### src/rtl/ifft256_pkg.sv
// Shared types, sizes and helpers for the 256-point IFFT scheduler.
package ifft256_pkg;

    localparam int N     = 256;
    localparam int LOG2N = 8;
    localparam int NBF   = 128;
    localparam int AW    = 8;
    localparam int TW    = 7;
    localparam int SW    = 3;

    typedef enum logic [2:0] {
        IDLE,
        LOAD,
        CALC,
        DRAIN,
        OUT
    } state_e;

    function automatic logic [AW-1:0] bitrev8(input logic [AW-1:0] x);
        logic [AW-1:0] r;
        for (int i = 0; i < AW; i++) begin
            r[i] = x[AW-1-i];
        end
        return r;
    endfunction

endpackage

### src/rtl/ifft256_sched_delay_line.sv
// Reset-clearable shift register used to align write-back with issue.
module ifft_delay_line #(
    parameter int WIDTH = 17,
    parameter int DEPTH = 3
) (
    input  logic             clk,
    input  logic             rst_n,
    input  logic [WIDTH-1:0] d_i,
    output logic [WIDTH-1:0] q_o
);

    logic [WIDTH-1:0] sr_q [DEPTH];

    always_ff @(posedge clk or negedge rst_n) begin
        if (!rst_n) begin
            for (int i = 0; i < DEPTH; i++) begin
                sr_q[i] <= '0;
            end
        end else begin
            sr_q[0] <= d_i;
            for (int i = 1; i < DEPTH; i++) begin
                sr_q[i] <= sr_q[i-1];
            end
        end
    end

    assign q_o = sr_q[DEPTH-1];

endmodule

### src/rtl/ifft256_sched.sv
// In-place radix-2 256-point IFFT address/control scheduler.
// Define IFFT_SCALE_EN to halve butterfly outputs on every stage.
module ifft256_sched
    import ifft256_pkg::*;
#(
    parameter int LOG2N  = 8,
    parameter int BF_LAT = 3
) (
    input  logic          clk,
    input  logic          rst_n,
    input  logic          in_valid_i,
    output logic          ld_we_o,
    output logic [AW-1:0] ld_addr_o,
    output logic          bf_issue_o,
    output logic [AW-1:0] bf_addr_a_o,
    output logic [AW-1:0] bf_addr_b_o,
    output logic [TW-1:0] tw_idx_o,
    output logic          bf_shift_o,
    output logic          wb_we_o,
    output logic [AW-1:0] wb_addr_a_o,
    output logic [AW-1:0] wb_addr_b_o,
    output logic [SW-1:0] stage_o,
    output logic          rd_en_o,
    output logic [AW-1:0] rd_addr_o,
    output logic          out_valid_o,
    output logic          busy_o
);

    state_e        state_q, state_d;
    logic [AW-1:0] cnt_q, cnt_d;
    logic [SW-1:0] stage_q, stage_d;
    logic          out_valid_q;

    logic [AW-1:0] k, span, pos, grp, addr_a, addr_b;
    logic [TW-1:0] tw;
    logic [2*AW:0] wb_bus;

    always_ff @(posedge clk or negedge rst_n) begin
        if (!rst_n) begin
            state_q     <= IDLE;
            cnt_q       <= '0;
            stage_q     <= '0;
            out_valid_q <= 1'b0;
        end else begin
            state_q     <= state_d;
            cnt_q       <= cnt_d;
            stage_q     <= stage_d;
            out_valid_q <= rd_en_o;
        end
    end

    always_comb begin
        state_d = state_q;
        cnt_d   = cnt_q;
        stage_d = stage_q;
        unique case (state_q)
            IDLE: begin
                if (in_valid_i) begin
                    state_d = LOAD;
                    cnt_d   = 8'd1;
                end
            end
            LOAD: begin
                if (in_valid_i) begin
                    cnt_d = cnt_q + 8'd1;
                    if (cnt_q == 8'(N-1)) state_d = CALC;
                end
            end
            CALC: begin
                cnt_d = cnt_q + 8'd1;
                if (cnt_q == 8'(NBF-1)) begin
                    state_d = DRAIN;
                    cnt_d   = '0;
                end
            end
            DRAIN: begin
                cnt_d = cnt_q + 8'd1;
                // hold off the next stage until every write-back has landed
                if (cnt_q == 8'(BF_LAT-1)) begin
                    cnt_d = '0;
                    if (stage_q == SW'(LOG2N-1)) begin
                        state_d = OUT;
                    end else begin
                        state_d = CALC;
                        stage_d = stage_q + 3'd1;
                    end
                end
            end
            OUT: begin
                cnt_d = cnt_q + 8'd1;
                if (cnt_q == 8'(N-1)) begin
                    state_d = IDLE;
                    stage_d = '0;
                end
            end
            default: state_d = IDLE;
        endcase
    end

    assign k      = {1'b0, cnt_q[6:0]};
    assign span   = 8'd1 << stage_q;
    assign pos    = k & (span - 8'd1);
    assign grp    = k >> stage_q;
    assign addr_a = (grp << ({1'b0, stage_q} + 4'd1)) | pos;
    assign addr_b = addr_a + span;
    assign tw     = TW'(pos << (3'd7 - stage_q));

    always_comb begin
        ld_we_o     = 1'b0;
        ld_addr_o   = '0;
        bf_issue_o  = 1'b0;
        bf_addr_a_o = '0;
        bf_addr_b_o = '0;
        tw_idx_o    = '0;
        rd_en_o     = 1'b0;
        rd_addr_o   = '0;
        unique case (state_q)
            IDLE, LOAD: begin
                ld_we_o   = in_valid_i;
                ld_addr_o = bitrev8(cnt_q);
            end
            CALC: begin
                bf_issue_o  = 1'b1;
                bf_addr_a_o = addr_a;
                bf_addr_b_o = addr_b;
                tw_idx_o    = tw;
            end
            OUT: begin
                rd_en_o   = 1'b1;
                rd_addr_o = cnt_q;
            end
            default: ;
        endcase
    end

    ifft_delay_line #(
        .WIDTH(2*AW+1),
        .DEPTH(BF_LAT)
    ) u_wb_dly (
        .clk  (clk),
        .rst_n(rst_n),
        .d_i  ({bf_issue_o, bf_addr_a_o, bf_addr_b_o}),
        .q_o  (wb_bus)
    );

    assign wb_we_o     = wb_bus[2*AW];
    assign wb_addr_a_o = wb_bus[2*AW-1:AW];
    assign wb_addr_b_o = wb_bus[AW-1:0];

`ifdef IFFT_SCALE_EN
    assign bf_shift_o = bf_issue_o;
`else
    assign bf_shift_o = 1'b0;
`endif

    assign stage_o     = stage_q;
    assign out_valid_o = out_valid_q;
    assign busy_o      = (state_q != IDLE);

endmodule

### config.mk
export PLATFORM = sky130hd
export DESIGN_NAME = ifft256_sched
export DESIGN_NICKNAME = d
export VERILOG_FILES = /design/src/rtl/ifft256_pkg.sv /design/src/rtl/ifft256_sched_delay_line.sv /design/src/rtl/ifft256_sched.sv
export SDC_FILE = /design/constraint.sdc
export NUM_CORES = 1
export LEC_CHECK = 0
export ABC_AREA = 1
export BUFFER_PORTS_ARGS = -buffer_cell sky130_fd_sc_hd__buf_2
export CORE_UTILIZATION = 50
export DETAILED_ROUTE_END_ITERATION = 12
export PLACE_DENSITY_LB_ADDON = 0.3
export SLEW_MARGIN = 25
export SYNTH_ARGS = -nofsm -noshare
export SYNTH_HDL_FRONTEND = slang
export SYNTH_SLANG_ARGS = --single-unit
### constraint.sdc
create_clock -name clk -period 4.23 [get_ports clk]
set_input_delay 0.6345 -clock clk [delete_from_list [all_inputs] [get_ports clk]]
set_output_delay 0.6345 -clock clk [all_outputs]
set_load 0.01 [all_outputs]
Yosys cells after proc, flatten, opt, wreduce, memory -nomap -nowiden. Index checks and enable logic that the tools add are counted.

Input port bits: 3. Logic and storage cells: 66. Register bits after elaboration: 66. Output and inout port bits: 65.

Shifts and indexed selects: 4. Bitwise logic cells: 2. Equality and inequality tests: 15. Reduce and logical (&&, ||, !) cells: 8. $add $sub $neg: 6. Multiplexer cells: 24.

Operators with widths (number): $mux 8 (8); $pmux 8 s5 (1); $mux 3 (9); $pmux 3 s5 (1); $ne 2x2->1 const B (7); $add 8x1->8 const B (1); $add 8x8->8 (1); $and 7x8->8 (1); $eq 8x2->1 const B (1); $eq 8x7->1 const B (1); $eq 8x8->1 const B (1); $or 8x8->8 (1); $shl 1x3->8 const A (1); $shl 8x3->7 (1); $shl 8x4->8 (1); $shr 7x3->8 (1); $sub 8x1->8 const B (1); $mux 7 (1); $eq 3x2->1 const B (2); $eq 3x3->1 const B (2); $pmux 3 s2 (1); $reduce_and 6->1 (1); $reduce_bool 5->1 (1); $add 3x1->4 const B (1); 10 further kinds (12).

Depth between registers and ports, before layout. Gate-level depths: netlist of run 1.

Depth after elaboration: 6. Gate-level depth with buffers: 23. Depth with buffers taken out: 22.

Cells and area by module. Synthesis of run 1 repeated with hierarchy kept, for this count alone.

Cells, all modules: 437. Area total of the unflattened synthesis: 3548.4 µm².

By module, submodules not included: ifft256_sched (area each 2144.6 µm², cells each 369, seq. area each 375.4 µm², times used 1); ifft_delay_line (area each 1403.8 µm², cells each 68, seq. area each 1276.2 µm², times used 1).

Worst setup path after synthesis of run 1. No wires, ideal clock.

Path kind: reg2out. Start point: register stage_q[0], in the netlist stage_o[0]. End point: output bf_addr_b_o[6]. Setup slack: 0.633 ns. Data arrival time: 2.962 ns. Cell stages (with the launch flop): 21. Cells stage by stage: dfrtp_1 buf_4 inv_2 buf_6 buf_2 ha_1 buf_2 nor2_1 nand2_1 nand2_1 ha_1 inv_1 fa_1 nor2_1 o21ai_0 nand2_1 nand2_1 nand2_1 a21oi_1 xor2_1 nor2_1.

Word-level cells in the longest chain between the ends: 6.

RTL lines: start, declared (RTL line ifft256_sched.sv:31) `logic [SW-1:0] stage_q, stage_d;`; start signal, assigned (RTL line ifft256_sched.sv:47) `stage_q <= stage_d;`; $shl 1x3->8 (RTL line ifft256_sched.sv:101) `assign span = 8'd1 << stage_q;`; $sub 8x1->8 (RTL line ifft256_sched.sv:102) `assign pos = k & (span - 8'd1);`; $and 7x8->8 (RTL line ifft256_sched.sv:102); $or 8x8->8 (RTL line ifft256_sched.sv:104) `assign addr_a = (grp << ({1'b0, stage_q} + 4'd1)) | pos;`; $add 8x8->8 * (RTL line ifft256_sched.sv:105) `assign addr_b = addr_a + span;`; $mux 8 * (RTL line ifft256_sched.sv:117) `unique case (state_q)`; end, declared (RTL line ifft256_sched.sv:16) `output logic [AW-1:0] bf_addr_b_o,`.

Every way passes the cells marked *; elsewhere a longest branch is shown, timed or not.

Worst setup path in the final report of run 1.
Start point: register stage_q[2], in the netlist stage_o[2]. End point: output bf_addr_b_o[6].

Same word-level chain as after synthesis.

==> results.md, run 1 <==
- Via density: approximately 5.4
- Synth Register Bits: 66
- Final WL: a little over 8000 um
- Pwr/cell area: slightly below 800 nW/um^2
- Die Width: ~85 um
- Internal power: ~1800 uW
- P_sw: about 1400 uW
- DR iter-0 viols: approximately 210
- Cts hold-fix bufs: 0
- Clk sink count: between 60 and 70
- CP dominant cell by count: nand2_1
- YS warnings: 0
- Final hold violation count: 0
- Crit path required time: about 3.6 ns
- Worst Hold Class: reg -> reg
- Ys async rst share: 1.00
- Port Buf Inserts: 66
- Most common cell after layout, fill and taps aside: nand2_1
- Status: completed
- Seq/Total Area, Yosys: 0.478
- Via count: between 3000 and 4000
- Clock skew: approximately 0.011 ns
- Worst path bufs/invs: 3
- Vias in the first global route: between 2000 and 3000
- Final Max Tran Viols: 0
- Area Growth Syn to Fin: 18.8%
- First-pass GRT wire length: 13100 um
- CP Capture Type: output port
- Primary FF master, synth: dfrtp_1
- Post-Syn Area: around 3500 um^2
- Worst Setup Path Type: reg -> out
- DRT antenna net count: 0
- Nets: around 500
- Final setup margin: about 0.15 ns
- EDFF count, synth: 0
- VDD IR-drop max: approximately 0.00027 V
- DP Wirelength: just under 6000 um
- Clock latency on the worst-skew pair: about 0.35 ns
- WL/cell: about 15 um
- Fmax: around 0.25 GHz
- Relative slew margins: 0.437
- RSZ-0062 raised after global routing: yes
- Seq pwr share: 0.273
- Pin count of the biggest net entering global routing: 38
- CTS tree: done
- Yosys cell types: 36
- Clock slew at reported path FFs: 0.08 ns
- Inst Count DP: between 500 and 600
- Die Area: 7250 um^2
- Ant diodes: 0
- Switching part of the total: 0.446
- Initial antenna violation count: 0
- Critical-path maximum fanout: 8
- Total CTS buffers: 9
- Worst path cell trace: nor2_4 > buf_12 > nand3_1 > nand3_1 > o21a_1 > o21ai_1 > or2_1 > nand2_1 > ha_1 > inv_1 > nor2_2 > o21ai_0 > nand2_1 > nand2_1 > nand2_1 > a21oi_1 > xor2_1 > nor2_1 > buf_2
- Least-Margin Pin Slew: 0.844 ns
- Clock Power Share: 0.198
- Worst path max stage delay: 0.55 ns
- Clock Root Buffer: clkbuf_8
- Synthesized area per cell: between 8 and 9 um^2
- Combinational power share: 0.529
- Initial Util: 0.532
- Leakage power: 0.00233 uW
- Total track usage: 0.237
- Cell count after synthesis: 423
- Arrival @ worst endpoint: roughly 3.4 ns
- Core ar.: 6490 um^2
- Final Wtd Congestion: ~1
- Die Ht: around 85 um
- Post-layout util: 0.632
- Gr ovfl total: 0
- CTS Buffer Depth: 2
- Final std cells w/o fill: around 570
- Final Cycle Share: 0.964
- Number of core rows: 29
- Drt pass-1 iters: 5
- Most frequent cells in the layout: nand2_1, buf_2, dfrtp_1, nor2_1, inv_1
- # Max-Cap Violations: 0
- Share of cells above drive strength 1: 0.231
- IO Count: 68
- Setup-failing EPs final: 0
- Dpl ws: about 0.36 ns
- Crit path max-delay family: simple AND/OR/NAND/NOR gates
- Critical Path Slowest Stage Cell: dfrtp_4
- H-Tree Depth: 3
- Post-Syn Nets: between 400 and 500
- Power Total: roughly 3200 uW
- Worst Setup Start Kind: flop
- Post-route DRC violation count: 0
- Tmin final: just over 4 ns
## metal layers
layer  vias up  wire, um  GRT usage
li1       1457         -          -
met1      1439      3400      0.297
met2       144      4080      0.397
met3        24       619     0.0545
met4         0       191     0.0940
met5         -         0          0
## synth_stat cells, drive strengths merged (2+ instances only)
cell type	instances	area (um^2)
nor3	6	41.3
nand4	6	37.5
dfrtp	66	1650
nor2	58	235
clkbuf	3	11.3
nand2	99	372
a21oi	17	85.1
nand3	28	145
ha	15	188
xor2	4	35.0
o21ai	20	104
o22ai	6	37.5
o211ai	5	37.5
inv	51	191
o21a	2	15.0
clkinv	3	11.3
buf	24	171
## cell families after synthesis
| kind of cell | Yosys count | synth area share |
|---|---|---|
| AND/OR/NAND/NOR | 199 | 0.244 |
| XOR/XNOR | 5 | 0.0127 |
| other | 1 | 0.00109 |
| buffers and inverters | 81 | 0.112 |
| flip-flops | 66 | 0.478 |
| adder cells (fa/ha/maj) | 16 | 0.0601 |
| AO/OA/AOI/OAI | 55 | 0.0924 |
## through the flow
stage / hold slack (ns) / instance area (um^2) / TNS [ns]
detailed placement: 0.335 / 3710 / 0
floorplan: 0.331 / 3450 / 0
CTS: 0.346 / 3960 / 0
finish: 0.347 / 4100 / 0
global route: 0.352 / 4100 / -0.0700
global placement: 0.331 / 3710 / 0
## area by class of cell
class	instances	area [um^2]
multi-input combinational	276	1450
timing repair buffer	78	445
fill	557	2390
inverter	54	213
clock buffer	10	128
tap	77	96.3
clock inverter	6	115
sequential	66	1660
## flip-flops by register name, indices dropped and copies added, names as in the netlist
| register | count |
|---|---|
| stage_o | 3 |
| cnt_q | 8 |
| state_q | 3 |
| u_wb_dly.sr_q | 34 |
| out_valid_o | 1 |
| u_wb_dly.q_o | 17 |
## path summary, 6_finish.rpt
kind                                                   from                          end  slack (ns)  cells after the start
worst max register to register       stage_o[2]$_DFFE_PN0P_  u_wb_dly.sr_q[40]$_DFF_PN0_        1.15                     18
max in group asynchronous                             rst_n  u_wb_dly.sr_q[28]$_DFF_PN0_        2.96                      2
worst min-delay path            u_wb_dly.sr_q[43]$_DFF_PN0_  u_wb_dly.sr_q[26]$_DFF_PN0_        0.35                      0
min in group asynchronous                             rst_n         cnt_q[2]$_DFFE_PN0P_        0.38                      1
worst min register to register  u_wb_dly.sr_q[43]$_DFF_PN0_  u_wb_dly.sr_q[26]$_DFF_PN0_        0.35                      0
worst max-delay path                 stage_o[2]$_DFFE_PN0P_               bf_addr_b_o[6]        0.15                     19
## power by group through the flow
stage / combinational (uW) / clock (uW) / sequential [uW]
after floorplan: 1170 / 0 / 871
after global placement: 1540 / 0 / 879
after detailed placement: 1550 / 0 / 892
after CTS: 1570 / 652 / 880
after global routing: 1910 / 681 / 903
final: 1710 / 643 / 886
## repair_timing
| action | in CTS | in global routing |
|---|---|---|
| pin swaps | 0 | 1 |
| setup endpoints to repair | 1 | 4 |
| buffers inserted | 0 | 10 |
| gates resized for setup | 1 | 18 |
No activity file was read; power rests on OpenSTA's default activity.
==> run 2: changes to the inputs <==
REMOVE_ABC_BUFFERS = 1   (was not set)
==> results.md, run 2 (same netlist as run 1, synthesis figures left out) <==
- Status: completed
- Fillcell total: 584 (+4.8%)
- Total track usage: 0.234 (-0.00248)
- Power Total: 3130 uW (-3.5%)
- Setup-failing EPs final: 0 (unchanged)
- Area Growth Syn to Fin: 17.1%
- Setup TNS: 0 ns (unchanged)
- Final Wtd Congestion: 1.03 (+1.9%)
- Via count: 2964 (-3.3%)
- Final Max Tran Viols: 0 (unchanged)
- IO Count: 68 (unchanged)
- Initial antenna violation count: 0 (unchanged)
- Core ar.: 6490 um^2 (unchanged)
- Initial Util: 0.532 (unchanged)
- WL/cell: 14.3 um (-2.0%)
- Critical-path maximum fanout: 20 (+12)
- Nets: 499 (-0.99%)
- Switching part of the total: 0.456 (+0.0109)
- Cts hold-fix bufs: 0 (unchanged)
- Most frequent cells in the layout: nand2_1, buf_2, dfrtp_1, nor2_1, inv_1
- Gr ovfl total: 0 (unchanged)
- Clk sink count: 66 (unchanged)
- Crit path required time: 3.60 ns (about the same)
- DR iter-0 viols: 209 (+2.0%)
- VDD IR-drop max: 0.000374 V (+37%)
- Die Ht: 85.1 um (unchanged)
- Leakage power: 0.00231 uW (-1.1%)
- Ant diodes: 0 (unchanged)
- Largest Register: u_wb_dly.sr_q
- Post-route DRC violation count: 0 (unchanged)
- Pin count of the biggest net entering global routing: 43 (+13%)
- Share of cells above drive strength 1: 0.223 (-0.00793)
- Final hold violation count: 0 (unchanged)
- P_sw: 1430 uW (-1.2%)
- Clock slew at reported path FFs: 0.08 ns (about the same)
- CTS tree: done
- DRT antenna net count: 0 (unchanged)
- Vias in the first global route: 2701 (-1.6%)
- First-pass GRT wire length: 13000 um (-0.68%)
- Max reg flops: 34 (unchanged)
- DP Wirelength: 5880 um (about the same)
- Die Area: 7250 um^2 (unchanged)
- Tmin final: 3.96 ns (-0.118 ns)
- Internal power: 1700 uW (-5.4%)
- Fmax: 0.253 GHz (+3.0%)
- Clock Power Share: 0.188 (-0.010)
- Final WL: 8050 um (-2.9%)
- Seq pwr share: 0.282 (+0.009)
- Pwr/cell area: 774 nW/um^2 (-2.1%)
- Via density: 5.27 (-2.4%)
- CP Capture Type: output port
- Drt pass-1 iters: 5 (unchanged)
- Most common cell after layout, fill and taps aside: nand2_1
- Total CTS buffers: 9 (unchanged)
- CTS Buffer Depth: 2 (unchanged)
- Clock latency on the worst-skew pair: 0.35 ns (about the same)
- Die Width: 85.1 um (unchanged)
- Arrival @ worst endpoint: 3.32 ns (-0.12 ns)
- Worst Setup Path Type: reg -> out
- Clock Root Buffer: clkbuf_8
- Clock skew: 0.0116 ns (+0.000129 ns)
- Port Buf Inserts: 66 (unchanged)
- Worst Setup Start Kind: flop
- R2R Path Start: stage_o[0]$_DFFE_PN0P_
- H-Tree Depth: 3 (unchanged)
- Flop2flop setup slack: 1.28 ns (+0.13 ns)
- CP Capture Point: bf_addr_b_o[6]
- Least-Margin Pin Slew: 0.831 ns (-0.0131 ns)
- # Max-Cap Violations: 0 (unchanged)
- Worst Hold Class: in -> async
- Combinational power share: 0.530 (about the same)
- FF-to-FF End: u_wb_dly.sr_q[40]$_DFF_PN0_
- CP startpoint: stage_o[0]$_DFFE_PN0P_
- Number of core rows: 29 (unchanged)
- Reg2Reg Depth: 16 (-2)
- Final Cycle Share: 0.936 (-0.0280)
- Relative slew margins: 0.446 (+0.00875)
run 2: changes by cell type in the layout (fill, tap and decap cells not counted), sizes merged:
| cell | previous run | this run |
|---|---|---|
| buf | 78 | 73 |
| clkinv | 5 | 7 |
| bufinv | 3 | 2 |
| clkbuf | 10 | 9 |
| clkinvlp | 1 | 0 |
| inv | 51 | 52 |
run 2: power by group through the flow:
stage | clock [uW] | sequential (uW) | combinational (uW)
global route | 632 | 902 | 1850
detailed placement | 0 | 882 | 1580
global placement | 0 | 874 | 1560
CTS | 604 | 870 | 1590
floorplan | 0 | 912 | 1040
finish | 589 | 883 | 1660
run 2: worst max-delay path, cell delays in order, from the launching register on:
cell,delay (ns)
dfrtp_2,0.47
buf_12,0.18
ha_1,0.28
ha_4,0.34
nand2_1,0.09
nand2_1,0.07
ha_1,0.16
inv_1,0.05
fa_1,0.40
nor2_2,0.13
o21ai_0,0.09
nand2_1,0.11
nand2_1,0.06
nand2_1,0.06
a21oi_1,0.06
xor2_1,0.15
nor2_1,0.13
buf_2,0.16
run 2: per-stage QoR:
step / instance area, um^2 / hold slack (ns) / setup slack (ns) / utilization / std cells
detailed placement: 3720 / 0.335 / 0.442 / 0.573 / 542
global placement: 3720 / 0.332 / 0.435 / 0.573 / 542
CTS: 3950 / 0.343 / 0.0634 / 0.607 / 558
global route: 4040 / 0.293 / -0.00848 / 0.623 / 562
finish: 4040 / 0.264 / 0.272 / 0.623 / 562
floorplan: 3270 / 0.331 / 0.636 / - / 396
run 2: final cells by class:
cell class / instances / area, um^2 / area share
clock buffer: 9 / 124 / 0.0306
tap: 77 / 96.3 / 0.0238
multi-input combinational: 276 / 1450 / 0.359
clock inverter: 7 / 100 / 0.0248
inverter: 54 / 218 / 0.0538
timing repair buffer: 73 / 398 / 0.0984
sequential: 66 / 1660 / 0.409
run 2: how the worst min path moves through the flow:
stage | slack [ns] | start | to
2_1_floorplan | 0.33 | u_wb_dly.sr_q[17]$_DFF_PN0_ | u_wb_dly.q_o[0]$_DFF_PN0_
3_3_place_gp | 0.33 | u_wb_dly.sr_q[24]$_DFF_PN0_ | u_wb_dly.q_o[7]$_DFF_PN0_
3_5_place_dp | 0.33 | u_wb_dly.sr_q[34]$_DFF_PN0_ | u_wb_dly.sr_q[17]$_DFF_PN0_
4_1_cts | 0.34 | u_wb_dly.sr_q[39]$_DFF_PN0_ | u_wb_dly.sr_q[22]$_DFF_PN0_
5_1_grt | 0.29 | rst_n | u_wb_dly.q_o[16]$_DFF_PN0_
6_report | 0.26 | rst_n | u_wb_dly.q_o[16]$_DFF_PN0_
run 2: layer usage:
| metal | vias up | routed length, um | global-route usage |
|---|---|---|---|
| li1 | 1451 | - | - |
| met1 | 1382 | 3490 | 0.291 |
| met2 | 107 | 3870 | 0.389 |
| met3 | 24 | 460 | 0.0584 |
| met4 | 0 | 221 | 0.100 |
| met5 | - | 0 | 0 |
run 2: timing repair:
action / CTS / global route
endpoints found under the setup margin: 0 / 3
gates resized for setup: 0 / 19
buffers inserted: 0 / 4
==> run 3: changes to the inputs <==
CELL_PAD_IN_SITES_DETAIL_PLACEMENT = 2   (was not set)
CELL_PAD_IN_SITES_GLOBAL_PLACEMENT = 2   (was not set)
CORE_UTILIZATION = 32   (was 50)
==> results.md, run 3 (same netlist as run 1, synthesis figures left out) <==
- Inst Count DP: 601 (+11%)
- Nets: 499 (unchanged)
- DR iter-0 viols: 76 (-64%)
- Share of cells above drive strength 1: 0.221 (-0.00206)
- Worst path max stage delay: 0.44 ns (-0.03 ns)
- VDD IR-drop max: 0.000221 V (-41%)
- Gr ovfl total: 0 (unchanged)
- Total track usage: 0.198 (-0.0356)
- Final std cells w/o fill: 621 (+10%)
- Arrival @ worst endpoint: 3.43 ns (+0.11 ns)
- Number of core rows: 37 (+28%)
- Ant diodes: 0 (unchanged)
- Die Ht: 106 um (+24%)
- Finished Cell Area: 4060 um^2 (+0.40%)
- Final Max Tran Viols: 0 (unchanged)
- Crit path required time: 3.60 ns (about the same)
- Clock skew: 0.00982 ns (-0.00177 ns)
- Tmin final: 4.06 ns (+0.106 ns)
- CTS Buffer Depth: 2 (unchanged)
- Critical-path maximum fanout: 24 (+20%)
- DRT antenna net count: 0 (unchanged)
- Clock Root Buffer: clkbuf_8
- H-Tree Depth: 3 (unchanged)
- CP dominant cell by count: nand2_1
- Pwr/cell area: 768 nW/um^2 (-0.75%)
- IO Count: 68 (unchanged)
- Placed cell area: 3790 um^2 (+2.0%)
- Max reg flops: 34 (unchanged)
- Worst Hold Class: reg -> reg
- Core ar.: 10400 um^2 (+60%)
- Final hold violation count: 0 (unchanged)
- Vias in the first global route: 3278 (+21%)
- Least-Margin Pin Slew: 0.841 ns (+0.0104 ns)
- Setup-failing EPs final: 0 (unchanged)
- Final Cycle Share: 0.961 (+0.0250)
- Leakage power: 0.00227 uW (-1.5%)
- Worst path bufs/invs: 3 (unchanged)
- Total CTS buffers: 9 (unchanged)
- Fmax: 0.246 GHz (-2.6%)
- Status: completed
- Final WL: 10600 um (+31%)
- RSZ-0062 raised after global routing: yes
- Final Wtd Congestion: 0.821 (-20%)
- Initial Util: 0.332 (-0.200)
- Worst Setup Path Type: reg -> out
- Power Total: 3120 uW (-0.35%)
- Drt pass-1 iters: 4 (-1)
- DP Wirelength: 8160 um (+39%)
- Post-route DRC violation count: 0 (unchanged)
- Die Width: 106 um (+24%)
- Worst path cell trace: clkinv_4 > nand2_1 > nand2_1 > nand2_1 > nand3_1 > o21a_1 > o21ai_1 > or2_1 > nand2_1 > ha_1 > inv_1 > nor2_1 > o21ai_0 > nand2_1 > nand2_1 > nand2_1 > a21oi_1 > xor2_1 > nor2_1 > buf_2
- Most frequent cells in the layout: nand2_1, buf_2, dfrtp_1, nor2_1, inv_1
- Port Buf Inserts: 66 (unchanged)
- Initial antenna violation count: 0 (unchanged)
- CTS tree: done
- Pin count of the biggest net entering global routing: 39 (-9.3%)
- CP Capture Type: output port
- Largest Register: u_wb_dly.sr_q
- Die Area: 11200 um^2 (+55%)
- Relative slew margins: 0.439 (-0.00695)
- Via count: 2993 (+0.98%)
- Area Growth Syn to Fin: 17.5%
- First-pass GRT wire length: 17000 um (+30%)
- Post-layout util: 0.390 (-0.233)
- Clock latency on the worst-skew pair: 0.35 ns (about the same)
- Worst Setup Start Kind: flop
- Clk sink count: 66 (unchanged)
- WL/cell: 17.0 um (+19%)
- Hold slack final: 0.351 ns (+0.0875 ns)
- Most common cell after layout, fill and taps aside: nand2_1
- Crit path max-delay family: simple AND/OR/NAND/NOR gates
- # Max-Cap Violations: 0 (unchanged)
- Via density: 4.82 (-8.6%)
- Clock slew at reported path FFs: 0.08 ns (about the same)
- Critical Path Slowest Stage Cell: dfrtp_1
==> run 3: cell count changes in the layout (fill, tap and decap cells not counted), sizes merged <==
| cell | delta |
|---|---|
| clkinvlp | +3 |
| clkinv | -3 |
| bufinv | -2 |
| inv | +2 |
==> run 3: worst paths after layout <==
path                                             startpoint  depth (start not counted)  slack (ns)                           to
max in group asynchronous                             rst_n                          2        2.90       stage_o[2]$_DFFE_PN0P_
worst max register to register       stage_o[0]$_DFFE_PN0P_                         19        1.18  u_wb_dly.sr_q[40]$_DFF_PN0_
worst min register to register  u_wb_dly.sr_q[35]$_DFF_PN0_                          0        0.35  u_wb_dly.sr_q[18]$_DFF_PN0_
worst min-delay path            u_wb_dly.sr_q[35]$_DFF_PN0_                          0        0.35  u_wb_dly.sr_q[18]$_DFF_PN0_
worst max-delay path                 stage_o[0]$_DFFE_PN0P_                         20        0.17               bf_addr_b_o[6]
min in group asynchronous                             rst_n                          1        0.38   u_wb_dly.q_o[16]$_DFF_PN0_
==> run 3: area by class of cell <==
class	count	area, um^2
Multi-Input combinational cell	276	1450
Clock inverter	7	60.1
Sequential cell	66	1660
Inverter	54	210
Timing Repair Buffer	73	390
Tap cell	136	170
Fill cell	1198	6360
Clock buffer	9	124
==> run 3: routing by layer <==
layer | vias to the layer above | GRT usage | part of all wire
met3 | 13 | 0.0380 | 0.028
met4 | 0 | 0.0565 | 0.011
li1 | 1445 | - | -
met2 | 63 | 0.366 | 0.53
met1 | 1472 | 0.233 | 0.43
met5 | - | 0 | 0
==> run 3: power breakdown <==
group	switching (uW)	internal, uW	leakage [uW]
combinational	1160	563	0.00130
sequential	93.3	796	0.000885
clock	283	223	0.0000848
==> run 3: metrics by stage <==
step           TNS (ns)  worst slack, ns
3_5_place_dp          0            0.256
2_1_floorplan         0            0.636
4_1_cts               0           0.0167
5_1_grt          -0.100          -0.0769
6_report              0            0.167
3_3_place_gp          0            0.343
==> run 3: timing repair <==
item                                   4_1_cts  5_1_grt
setup buffers                                0        4
pin swaps                                    0        0
hold buffers                                 0        0
endpoints found under the hold margin        0        0
cloned                                       0        0
setup endpoints to repair                    4        4
gates resized for setup                      2       15
